**src/rtl/vscale_mem_port_arbiter.sv**
```systemverilog
// vscale_mem_port_arbiter
//   Shares one pipelined (address phase / data phase) memory bus between the
//   instruction-fetch port and the data port. The data port wins the address
//   phase unless it has already taken MAX_DMEM_STREAK consecutive accepted
//   grants while a fetch was waiting, in which case one fetch grant is forced.
//
// Ports
//   clk, reset            clock, synchronous active-high reset
//   imem_*                fetch port: addr in; wait/rdata/badmem_e out
//   dmem_*                data port: en/wen/size/addr/wdata_delayed in;
//                         wait/rdata/badmem_e out
//   bus_valid/addr/wen/size/wdata   address-phase and data-phase outputs to memory
//   bus_ready/rdata/err   memory response; bus_ready=1 both completes the data
//                         phase and accepts the current address phase
//
// Data-phase owner
//   state     | meaning
//   OWN_NONE  | no access in data phase (after reset)
//   OWN_IMEM  | fetch in data phase
//   OWN_DMEM  | data access in data phase
module vscale_mem_port_arbiter #(
  parameter int XPR_LEN         = 32,
  parameter int MEM_TYPE_WIDTH  = 3,
  parameter logic [MEM_TYPE_WIDTH-1:0] MEM_TYPE_LW = 3'd2,
  parameter int MAX_DMEM_STREAK = 4,
  parameter int STREAK_W        = 3
) (
  input  logic                      clk,
  input  logic                      reset,
  input  logic [XPR_LEN-1:0]        imem_addr,
  output logic                      imem_wait,
  output logic [XPR_LEN-1:0]        imem_rdata,
  output logic                      imem_badmem_e,
  input  logic                      dmem_en,
  input  logic                      dmem_wen,
  input  logic [MEM_TYPE_WIDTH-1:0] dmem_size,
  input  logic [XPR_LEN-1:0]        dmem_addr,
  input  logic [XPR_LEN-1:0]        dmem_wdata_delayed,
  output logic                      dmem_wait,
  output logic [XPR_LEN-1:0]        dmem_rdata,
  output logic                      dmem_badmem_e,
  output logic                      bus_valid,
  output logic [XPR_LEN-1:0]        bus_addr,
  output logic                      bus_wen,
  output logic [MEM_TYPE_WIDTH-1:0] bus_size,
  output logic [XPR_LEN-1:0]        bus_wdata,
  input  logic                      bus_ready,
  input  logic [XPR_LEN-1:0]        bus_rdata,
  input  logic                      bus_err
);

  localparam logic [STREAK_W-1:0] STREAK_MAX = STREAK_W'(MAX_DMEM_STREAK);

  typedef enum logic [1:0] {
    OWN_NONE = 2'd0,
    OWN_IMEM = 2'd1,
    OWN_DMEM = 2'd2
  } owner_e;

  owner_e              dp_owner, dp_owner_nxt;
  logic                dp_wen, dp_wen_nxt;
  logic                d_miss, d_miss_nxt;
  logic [STREAK_W-1:0] streak, streak_nxt;
  logic                adv;
  logic                g_d;
  logic                own_i, own_d;

  always_ff @(posedge clk) begin
    if (reset) begin
      dp_owner <= OWN_NONE;
      dp_wen   <= 1'b0;
      d_miss   <= 1'b0;
      streak   <= '0;
    end else begin
      dp_owner <= dp_owner_nxt;
      dp_wen   <= dp_wen_nxt;
      d_miss   <= d_miss_nxt;
      streak   <= streak_nxt;
    end
  end

  always_comb begin
    adv          = bus_ready & ~reset;
    // Grant depends only on held port inputs and the registered streak, so
    // the address phase stays stable across bus_ready=0 cycles.
    g_d          = dmem_en & (streak < STREAK_MAX);

    bus_valid    = ~reset;
    bus_addr     = g_d ? dmem_addr : imem_addr;
    bus_wen      = g_d & dmem_wen;
    bus_size     = g_d ? dmem_size : MEM_TYPE_LW;

    dp_owner_nxt = dp_owner;
    dp_wen_nxt   = dp_wen;
    d_miss_nxt   = d_miss;
    streak_nxt   = streak;
    if (adv) begin
      dp_owner_nxt = g_d ? OWN_DMEM : OWN_IMEM;
      dp_wen_nxt   = bus_wen;
      d_miss_nxt   = dmem_en & ~g_d;
      if (g_d)
        streak_nxt = (streak == STREAK_MAX) ? STREAK_MAX : streak + STREAK_W'(1);
      else
        streak_nxt = '0;
    end

    // Outputs are forced quiet during the reset cycle itself, when the
    // registers may still hold a stale (or unknown) data phase.
    own_i         = ~reset & (dp_owner == OWN_IMEM);
    own_d         = ~reset & (dp_owner == OWN_DMEM);

    imem_wait     = ~(own_i & bus_ready);
    dmem_wait     = ~reset & (d_miss | (own_d & ~bus_ready));
    imem_rdata    = bus_rdata;
    dmem_rdata    = bus_rdata;
    imem_badmem_e = bus_err & bus_ready & own_i;
    dmem_badmem_e = bus_err & bus_ready & own_d;
    bus_wdata     = (own_d & dp_wen) ? dmem_wdata_delayed : '0;
  end

endmodule
```
**config.mk**
```make
export PLATFORM = sky130hd
export DESIGN_NAME = vscale_mem_port_arbiter
export DESIGN_NICKNAME = d
export VERILOG_FILES = /design/src/rtl/vscale_mem_port_arbiter.sv
export SDC_FILE = /design/constraint.sdc
export NUM_CORES = 1
export LEC_CHECK = 0
export BUFFER_PORTS_ARGS = -buffer_cell sky130_fd_sc_hd__buf_2
export CORE_AREA = 4 4 106 108
export CTS_CLUSTER_DIAMETER = 120
export DETAILED_ROUTE_END_ITERATION = 16
export DIE_AREA = 0 0 110 112
export PLACE_DENSITY = 0.48
export REMOVE_ABC_BUFFERS = 1
export SYNTH_ARGS = -nofsm -noshare
export SYNTH_HDL_FRONTEND = slang
export SYNTH_SLANG_ARGS = --single-unit
```
**constraint.sdc**
```tcl
create_clock -name clk -period 1.7 [get_ports clk]
set_clock_uncertainty 0.15 [all_clocks]
set_input_delay 0.34 -clock clk [delete_from_list [all_inputs] [get_ports clk]]
set_output_delay 0.34 -clock clk [all_outputs]
set_load 0.02 [all_outputs]
```
-- Word level (Yosys, flattened, before mapping)
Index checks and enable logic that the tools add are counted.
- add/subtract/negate cells: 1
- order comparisons: 1
- eq/ne operators: 3
- multiplexer cells: 6
- bitwise gates (word level): 18
- operator list (operator ; number):
    32-bit 2-to-1 mux ; 2
    1-bit bitwise AND ; 13
    3-bit 2-to-1 mux ; 3
    1-bit NOT ; 4
    3-bit by 1-bit adder with 3-bit output (second input constant) ; 1
    3-bit == test (second input constant) ; 1
    3-bit < comparator (second input constant) ; 1
    2-bit by 1-bit == test with 1-bit output (second input constant) ; 1
    2-bit == test (second input constant) ; 1
    2-bit 2-to-1 mux ; 1
    1-bit OR ; 1
- register bits: 7
- input port bits: 137
- output and inout bits: 137

-- Logic depth before layout (Yosys ltp)
Gate-level depths: netlist of run 1.
- depth after elaboration: 5
- gate-level depth with buffers: 4
- mapped depth without buffers: 4

-- Worst setup path after synthesis of run 1
No wires, ideal clock.
- path type: in2out
- start: input port reset
- end: output port imem_badmem_e
- data arrival time: 1.169 ns
- path slack: 0.041 ns
- stages on the path: 3
- path buffers: 1
- path through: buf_6 -> nand3b_1 -> nor3b_1
- longest elaborated chain between the ends: 3
- RTL lines (element ; RTL line ; source):
    from (decl) ; 29 ; input logic reset,
    1-bit NOT ; 109 ; own_i = ~reset & (dp_owner == OWN_IMEM);
    1-bit bitwise AND ; 109 ;
    1-bit bitwise AND ; 116 ; imem_badmem_e = bus_err & bus_ready & own_i;
    to (decl) ; 33 ; output logic imem_badmem_e,
Every way passes these cells.

-- Worst setup path after layout of run 1
- start: register streak[2]
- end: output port bus_addr[13]
- longest elaborated chain between the ends: 3
- RTL lines (element ; RTL line ; source):
    from (decl) ; 63 ; logic [STREAK_W-1:0] streak, streak_nxt;
    from (signal assigned) ; 78 ; streak <= streak_nxt;
    3-bit < comparator ; 86 ; g_d = dmem_en & (streak < STREAK_MAX);
    1-bit bitwise AND ; 86 ;
    32-bit 2-to-1 mux ; 89 ; bus_addr = g_d ? dmem_addr : imem_addr;
    to (decl) ; 43 ; output logic [XPR_LEN-1:0] bus_addr,
Every way passes these cells.

==> impl_results.html, run 1 <==
<table>
<tr><th>Metric</th><th>Value</th></tr>
<tr><th colspan="2">Worst setup path</th></tr>
<tr><td>Required time at the worst-slack endpoint</td><td>1210 ps</td></tr>
<tr><td>Max FO, Critical Path</td><td>4</td></tr>
<tr><td>Startpoint types</td><td>flip-flop</td></tr>
<tr><td>Startpoint-to-endpoint class of the critical path</td><td>flip-flop to output pin</td></tr>
<tr><td>Crit. End Element</td><td>output pin</td></tr>
<tr><td>Signal arrival time at the worst endpoint</td><td>1440 ps</td></tr>
<tr><th colspan="2">Power</th></tr>
<tr><td>Leakage power figure</td><td>1.56 nW</td></tr>
<tr><td>Power after layout</td><td>1.00 mW</td></tr>
<tr><td>Largest vdd supply drop</td><td>191 uV</td></tr>
<tr><td>Power density of the placed cells</td><td>333 nW/um^2</td></tr>
<tr><th colspan="2">Floorplan</th></tr>
<tr><td>Vert. Die Dim</td><td>112 um</td></tr>
<tr><td>Area inside the core boundary</td><td>10200 sq um</td></tr>
<tr><td>Number of top-level pins</td><td>274</td></tr>
<tr><td>DIE WIDTH</td><td>110 um</td></tr>
<tr><td>Initial core utilization</td><td>0.167</td></tr>
<tr><td>Rows</td><td>37</td></tr>
<tr><td>Area of the die</td><td>12300 sq um</td></tr>
<tr><th colspan="2">GRT</th></tr>
<tr><td>Wire length of the first global-routing pass</td><td>10.8 mm</td></tr>
<tr><td>GRT Total Usage</td><td>0.120</td></tr>
<tr><td>Antenna violations before repair</td><td>0</td></tr>
<tr><td>Via count of the first global-routing pass</td><td>1841</td></tr>
<tr><td>Total congestion overflow</td><td>0</td></tr>
<tr><td>Pin count of the biggest net entering global routing</td><td>33</td></tr>
<tr><th colspan="2">Route</th></tr>
<tr><td>Post-DR wirelength/cell</td><td>19.1 um</td></tr>
<tr><td>Router iterations before antenna repair</td><td>4</td></tr>
<tr><td>Via count normalized by instance count</td><td>4.07</td></tr>
<tr><td>ANT nets after route</td><td>0</td></tr>
<tr><td>Count of routing violations after the opening detailed-route iteration</td><td>47</td></tr>
<tr><td>Total DRC errors in the routed layout</td><td>0</td></tr>
<tr><td>Total via count in the routed design</td><td>1814</td></tr>
<tr><td>Final Routed Wirelength</td><td>8.53 mm</td></tr>
<tr><th colspan="2">Synthesis</th></tr>
<tr><td>Post-synthesis instance total</td><td>180</td></tr>
<tr><td>Sequential fraction of the synthesis area</td><td>0.0822</td></tr>
<tr><td>Post-synth design cell area</td><td>1710 sq um</td></tr>
<tr><td>Number of flip-flops and latches in the synthesized netlist</td><td>7</td></tr>
<tr><td>Number of distinct library cells after synthesis</td><td>24</td></tr>
<tr><td>Syn Area/Cell</td><td>9.47 sq um</td></tr>
<tr><td>Count of warnings emitted by yosys</td><td>0</td></tr>
<tr><th colspan="2">Clock network</th></tr>
<tr><td>Reg clk slew, reported paths</td><td>40 ps</td></tr>
<tr><td>H-tree levels</td><td>1</td></tr>
<tr><td>CTS Buffer Depth</td><td>2</td></tr>
<tr><td>TritonCTS clock tree</td><td>yes</td></tr>
<tr><td>Clock latency reported for the late side of the worst-skew pair</td><td>230 ps</td></tr>
<tr><td>Total clock sinks</td><td>7</td></tr>
<tr><td>Root Driver</td><td>sky130_fd_sc_hd__clkbuf_8</td></tr>
<tr><td>TritonCTS Buffers</td><td>3</td></tr>
<tr><th colspan="2">Status</th></tr>
<tr><td>Status</td><td>finished with violations</td></tr>
<tr><td>Violations in the final reports</td><td>setup timing</td></tr>
<tr><th colspan="2">Flow run</th></tr>
<tr><td>Max_cap viols</td><td>0</td></tr>
<tr><th colspan="2">Placement</th></tr>
<tr><td>Placed Cells</td><td>432</td></tr>
<tr><td>Final weighted congestion in routability-driven placement</td><td>0.727</td></tr>
<tr><td># port buffers</td><td>177</td></tr>
<tr><td>Post-DP HPWL</td><td>6.47 mm</td></tr>
<tr><th colspan="2">Timing</th></tr>
<tr><td>Count of final hold-check violations</td><td>0</td></tr>
<tr><td>Minimum clock period after layout</td><td>1930 ps</td></tr>
<tr><td>Peak Freq</td><td>0.517 GHz</td></tr>
<tr><td>Max_slew headroom</td><td>0.861</td></tr>
<tr><td>Finish-stage setup viols</td><td>68</td></tr>
<tr><td>Number of max-slew violations in the final report</td><td>0</td></tr>
<tr><td>RSZ-0062 raised after global routing</td><td>true</td></tr>
<tr><td>Actual slew at the worst max-slew pin</td><td>208 ps</td></tr>
<tr><td>Final worst setup slack</td><td>-235 ps</td></tr>
<tr><td>Sum of negative setup slack</td><td>-12930 ps</td></tr>
<tr><td>Final cycle utilization of the critical path</td><td>1.14</td></tr>
<tr><th colspan="2">Cells and area</th></tr>
<tr><td>Final instance count without filler cells</td><td>446</td></tr>
<tr><td>Number of filler cells placed in the layout</td><td>1070</td></tr>
<tr><td>Growth of design area from synthesis to finish</td><td>76.2%</td></tr>
<tr><td>Fraction of the core area covered by cells at the end of the flow</td><td>0.294</td></tr>
<tr><td>Number of antenna diodes</td><td>0</td></tr>
<tr><td>Net count of the finished layout</td><td>450</td></tr>
<tr><td>Leading cell types in the layout, fill and taps excluded</td><td>112 x sky130_fd_sc_hd__buf_2, 68 x sky130_fd_sc_hd__buf_6, 35 x sky130_fd_sc_hd__and2_4</td></tr>
<tr><td>Most common library cell in the layout ignoring fill and taps</td><td>sky130_fd_sc_hd__buf_2</td></tr>
<tr><td>Fraction of layout cells with a size suffix above 1</td><td>0.897</td></tr>
<tr><th colspan="2">Worst hold path</th></tr>
<tr><td>Worst hold path type</td><td>input port to flip-flop</td></tr>
</table>
==> power breakdown <==
group	switching (mW)	total [mW]	internal (mW)
Clock	0.0720	0.234	0.162
Sequential	0.00488	0.176	0.171
Combinational	0.244	0.590	0.346
==> final cells by class <==
cell class,count,area [sq um],share of cell area
clock buffer,4,45.0,0.0150
inverter,3,11.3,0.00375
multi-input combinational,97,1040,0.345
sequential,7,144,0.0479
tap,136,170,0.0566
timing repair buffer,199,1600,0.532
==> worst paths after layout <==
path | from | endpoint | slack [ps] | cells after the start
max | streak[2] | bus_addr[13] | -230 | 5
min | dmem_wen | dp_wen | 280 | 3
max reg2reg | streak[0] | streak[1] | 560 | 4
min reg2reg | dp_wen | dp_wen | 330 | 2
==> timing repair <==
item	4_1_cts	5_1_grt
endpoints found under the setup margin	70	71
hold buffers	0	0
buffers inserted	2	2
gates resized for setup	116	63
gates cloned	3	4
pin swaps	0	36
==> cell families after synthesis <==
family                     after synthesis  synth area share
muxes                                   32             0.269
buffers and inverters                   76             0.354
AOI/OAI and AO/OA                        8            0.0279
adders and majority gates                2            0.0147
and+or+nand+nor                         55             0.253
DFF                                      7            0.0822
==> metal layers <==
layer  global-route usage  vias up  wire (um)
met5               0.0546        -         57
met4               0.0216        2         56
met3                0.123       12       2100
met2                0.167      236       3510
met1                0.122      781       2810
li1                     -      783          -
==> flip-flops by register name, indices dropped and copies added, names as in the netlist <==
register  flops
d_miss        1
dp_owner      2
dp_wen        1
streak        3
==> worst max-delay path: stages (launching register included) <==
cell                        delay, ps
sky130_fd_sc_hd__dfxtp_2          320
sky130_fd_sc_hd__nor2b_4          170
sky130_fd_sc_hd__buf_12           150
sky130_fd_sc_hd__clkbuf_16        140
sky130_fd_sc_hd__mux2_4           300
sky130_fd_sc_hd__buf_6            130
==> Yosys cell counts, drive strengths merged <==
| cell type | instances | area (sq um) |
|---|---|---|
| a21oi | 6 | 30.0 |
| o211a | 1 | 10.0 |
| inv | 3 | 11.3 |
| nand3 | 1 | 5.00 |
| nand2b | 6 | 37.5 |
| nand4b | 4 | 35.0 |
| dfxtp | 7 | 140 |
| o21a | 1 | 7.51 |
| nor4bb | 1 | 25.0 |
| nand3b | 2 | 15.0 |
| mux2 | 32 | 458 |
| nand4bb | 1 | 11.3 |
| nor2b | 1 | 13.8 |
| nor3b | 3 | 22.5 |
| ha | 2 | 25.0 |
| and2 | 35 | 259 |
| buf | 70 | 577 |
| or2b | 1 | 7.51 |
| clkbuf | 3 | 15.0 |
==> through the flow <==
stage	area, sq um	setup slack (ps)	hold slack, ps
floorplan	1110	-396	259
global placement	2280	-142	323
detailed placement	2280	-170	318
CTS	2790	-261	277
global route	3010	-279	296
finish	3010	-235	277
Power figures use the tool's default switching activity.
==> run 2, diff against run 1 <==
--- a/config.mk
+++ b/config.mk
@@ -6,11 +6,11 @@
 export NUM_CORES = 1
 export LEC_CHECK = 0
 export BUFFER_PORTS_ARGS = -buffer_cell sky130_fd_sc_hd__buf_2
-export CORE_AREA = 4 4 106 108
+export CORE_AREA = 5 5 104 106
 export CTS_CLUSTER_DIAMETER = 120
 export DETAILED_ROUTE_END_ITERATION = 16
-export DIE_AREA = 0 0 110 112
-export PLACE_DENSITY = 0.48
+export DIE_AREA = 0 0 109 111
+export PLACE_DENSITY = 0.5
 export REMOVE_ABC_BUFFERS = 1
 export SYNTH_ARGS = -nofsm -noshare
 export SYNTH_HDL_FRONTEND = slang
==> run 2 against run 1 <==
The run still ends with setup timing left. Non-clock buffer count shrank 3. Largest power group unchanged. Wire length rose by 20%. Largest cell class unchanged. Setup slack lost 11 ps. Critical endpoint is now bus_addr[7]. Highest routed layer unchanged. Power decreased by 1.6%.
==> impl_results.html, run 2 (synthesis gave the netlist of run 1 again) <==
<table>
<tr><th>Metric</th><th>Value</th></tr>
<tr><th colspan="2">Status</th></tr>
<tr><td>Status</td><td>finished with violations</td></tr>
<tr><td>Violations in the final reports</td><td>setup timing</td></tr>
<tr><th colspan="2">Route</th></tr>
<tr><td>Final Routed Wirelength</td><td>10.3 mm (+20%)</td></tr>
<tr><td>Via count normalized by instance count</td><td>4.10 (+0.69%)</td></tr>
<tr><td>Router iterations before antenna repair</td><td>2 (-2)</td></tr>
<tr><td>Post-DR wirelength/cell</td><td>23.3 um (+22%)</td></tr>
<tr><td>Total DRC errors in the routed layout</td><td>0 (unchanged)</td></tr>
<tr><td>Count of routing violations after the opening detailed-route iteration</td><td>49 (+4.3%)</td></tr>
<tr><td>Total via count in the routed design</td><td>1802 (-0.66%)</td></tr>
<tr><td>ANT nets after route</td><td>0 (unchanged)</td></tr>
<tr><th colspan="2">Clock network</th></tr>
<tr><td>Total clock sinks</td><td>7 (unchanged)</td></tr>
<tr><td>Root Driver</td><td>sky130_fd_sc_hd__clkbuf_8</td></tr>
<tr><td>Total of hold buffers inserted after clock tree synthesis</td><td>0 (unchanged)</td></tr>
<tr><td>Reg clk slew, reported paths</td><td>40 ps (about the same)</td></tr>
<tr><td>CTS Buffer Depth</td><td>2 (unchanged)</td></tr>
<tr><td>H-tree levels</td><td>1 (unchanged)</td></tr>
<tr><td>TritonCTS clock tree</td><td>yes</td></tr>
<tr><td>Clock latency reported for the late side of the worst-skew pair</td><td>220 ps (about the same)</td></tr>
<tr><td>TritonCTS Buffers</td><td>3 (unchanged)</td></tr>
<tr><th colspan="2">Worst setup path</th></tr>
<tr><td>Crit. End Element</td><td>output pin</td></tr>
<tr><td>Required time at the worst-slack endpoint</td><td>1210 ps (about the same)</td></tr>
<tr><td>Max FO, Critical Path</td><td>8 (+4)</td></tr>
<tr><td>Signal arrival time at the worst endpoint</td><td>1460 ps (+20 ps)</td></tr>
<tr><td>Startpoint types</td><td>flip-flop</td></tr>
<tr><td>Startpoint-to-endpoint class of the critical path</td><td>flip-flop to output pin</td></tr>
<tr><th colspan="2">Timing</th></tr>
<tr><td>Final worst setup slack</td><td>-245 ps (-10.5 ps)</td></tr>
<tr><td>Actual slew at the worst max-slew pin</td><td>210 ps (+2.30 ps)</td></tr>
<tr><td>Count of final hold-check violations</td><td>0 (unchanged)</td></tr>
<tr><td>Minimum clock period after layout</td><td>1950 ps (+10.5 ps)</td></tr>
<tr><td>Final cycle utilization of the critical path</td><td>1.14 (+0.00621)</td></tr>
<tr><td>Number of max-slew violations in the final report</td><td>0 (unchanged)</td></tr>
<tr><td>RSZ-0062 raised after global routing</td><td>true</td></tr>
<tr><td>Sum of negative setup slack</td><td>-12660 ps (+262 ps)</td></tr>
<tr><td>Peak Freq</td><td>0.514 GHz (-0.54%)</td></tr>
<tr><td>Max_slew headroom</td><td>0.860 (-0.00153)</td></tr>
<tr><td>Finish-stage setup viols</td><td>68 (unchanged)</td></tr>
<tr><th colspan="2">Cells and area</th></tr>
<tr><td>Most common library cell in the layout ignoring fill and taps</td><td>sky130_fd_sc_hd__buf_2</td></tr>
<tr><td>Net count of the finished layout</td><td>447 (-0.67%)</td></tr>
<tr><td>Footprint of the flip-flops and latches</td><td>145 sq um (+0.87%)</td></tr>
<tr><td>Number of filler cells placed in the layout</td><td>990 (-7.5%)</td></tr>
<tr><td>Growth of design area from synthesis to finish</td><td>73.9%</td></tr>
<tr><td>Most flop-heavy register</td><td>streak</td></tr>
<tr><td>Area occupied by multi-input gates</td><td>1020 sq um (-1.3%)</td></tr>
<tr><td>Fraction of layout cells with a size suffix above 1</td><td>0.893 (-0.00427)</td></tr>
<tr><td>Leading cell types in the layout, fill and taps excluded</td><td>113 x sky130_fd_sc_hd__buf_2, 65 x sky130_fd_sc_hd__buf_6, 34 x sky130_fd_sc_hd__and2_4</td></tr>
<tr><td>Number of antenna diodes</td><td>0 (unchanged)</td></tr>
<tr><td>Biggest regs</td><td>streak x3, dp_owner x2</td></tr>
<tr><td>Max FFs per register</td><td>3 (unchanged)</td></tr>
<tr><th colspan="2">Floorplan</th></tr>
<tr><td>DIE WIDTH</td><td>109 um (-0.91%)</td></tr>
<tr><td>Rows</td><td>36 (-2.7%)</td></tr>
<tr><td>Vert. Die Dim</td><td>111 um (-0.89%)</td></tr>
<tr><td>Number of top-level pins</td><td>274 (unchanged)</td></tr>
<tr><td>Area inside the core boundary</td><td>9680 sq um (-5.3%)</td></tr>
<tr><td>Initial core utilization</td><td>0.176 (+0.00941)</td></tr>
<tr><td>Area of the die</td><td>12100 sq um (-1.8%)</td></tr>
<tr><th colspan="2">Power</th></tr>
<tr><td>Power after layout</td><td>0.984 mW (-1.6%)</td></tr>
<tr><td>Largest vdd supply drop</td><td>182 uV (-4.9%)</td></tr>
<tr><td>Power density of the placed cells</td><td>332 nW/um^2 (-0.32%)</td></tr>
<tr><td>Leakage power figure</td><td>1.54 nW (-1.7%)</td></tr>
<tr><th colspan="2">GRT</th></tr>
<tr><td>Via count of the first global-routing pass</td><td>1798 (-2.3%)</td></tr>
<tr><td>GRT Total Usage</td><td>0.148 (+0.0285)</td></tr>
<tr><td>Antenna violations before repair</td><td>0 (unchanged)</td></tr>
<tr><td>Total congestion overflow</td><td>0 (unchanged)</td></tr>
<tr><td>Wire length of the first global-routing pass</td><td>12.6 mm (+17%)</td></tr>
<tr><td>Pin count of the biggest net entering global routing</td><td>33 (unchanged)</td></tr>
<tr><th colspan="2">Placement</th></tr>
<tr><td>Post-DP HPWL</td><td>8.47 mm (+31%)</td></tr>
<tr><td>Final weighted congestion in routability-driven placement</td><td>0.722 (-0.65%)</td></tr>
<tr><td># port buffers</td><td>177 (unchanged)</td></tr>
<tr><th colspan="2">Flow run</th></tr>
<tr><td>Max_cap viols</td><td>0 (unchanged)</td></tr>
<tr><th colspan="2">Worst hold path</th></tr>
<tr><td>Worst hold path type</td><td>input port to flip-flop</td></tr>
</table>
==> run 2: layout make-up <==
type,count,share of cell area
repair buffers,196,0.531
inverters,3,0.00380
flip-flops and latches,7,0.0489
multi-input cells,97,0.345
clock buffers,4,0.0152
well taps,133,0.0561
==> run 2: worst paths after layout <==
check                               start          end  slack (ps)  depth (start not counted)
worst max-delay path            streak[2]  bus_addr[7]        -250                          5
worst min-delay path             dmem_wen       dp_wen         270                          3
worst max register to register  streak[2]  dp_owner[0]         540                          4
worst min register to register     dp_wen       dp_wen         320                          2
==> run 2: report_power, final <==
part	total, mW	internal [mW]	switching [mW]
clock network	0.231	0.162	0.0691
logic	0.576	0.338	0.238
registers	0.177	0.172	0.00500
total	0.984	0.672	0.312
==> run 2: routing by layer <==
metal,part of all wire,vias to the layer above,GRT usage
met3,0.24,8,0.152
met5,0.014,-,0.0982
met4,0.012,4,0.0253
met2,0.50,235,0.263
li1,-,779,-
met1,0.24,776,0.102
==> run 2: what timing repair did <==
| action | 4_1_cts | 5_1_grt |
|---|---|---|
| setup buffers | 3 | 2 |
| hold endpoints to repair | 0 | 0 |
| resized for setup | 93 | 80 |
| pin swaps | 1 | 36 |
| cloned | 2 | 5 |
| setup endpoints to repair | 69 | 71 |
==> run 2: worst max-delay path, stage by stage, from the launching register on <==
cell and delay [ps]:
sky130_fd_sc_hd__dfxtp_2 320, sky130_fd_sc_hd__nor2b_4 150, sky130_fd_sc_hd__buf_12 150, sky130_fd_sc_hd__clkbuf_16 160, sky130_fd_sc_hd__mux2_4 300, sky130_fd_sc_hd__buf_6 130
==> run 2: metrics by stage <==
step / worst slack (ps) / hold slack (ps) / instances / utilization / area (sq um)
floorplan: -396 / 259 / 107 / - / 1110
global placement: -151 / 322 / 425 / 0.232 / 2250
detailed placement: -175 / 319 / 425 / 0.232 / 2250
CTS: -274 / 273 / 434 / 0.275 / 2660
global route: -285 / 268 / 440 / 0.306 / 2970
finish: -245 / 266 / 440 / 0.306 / 2970
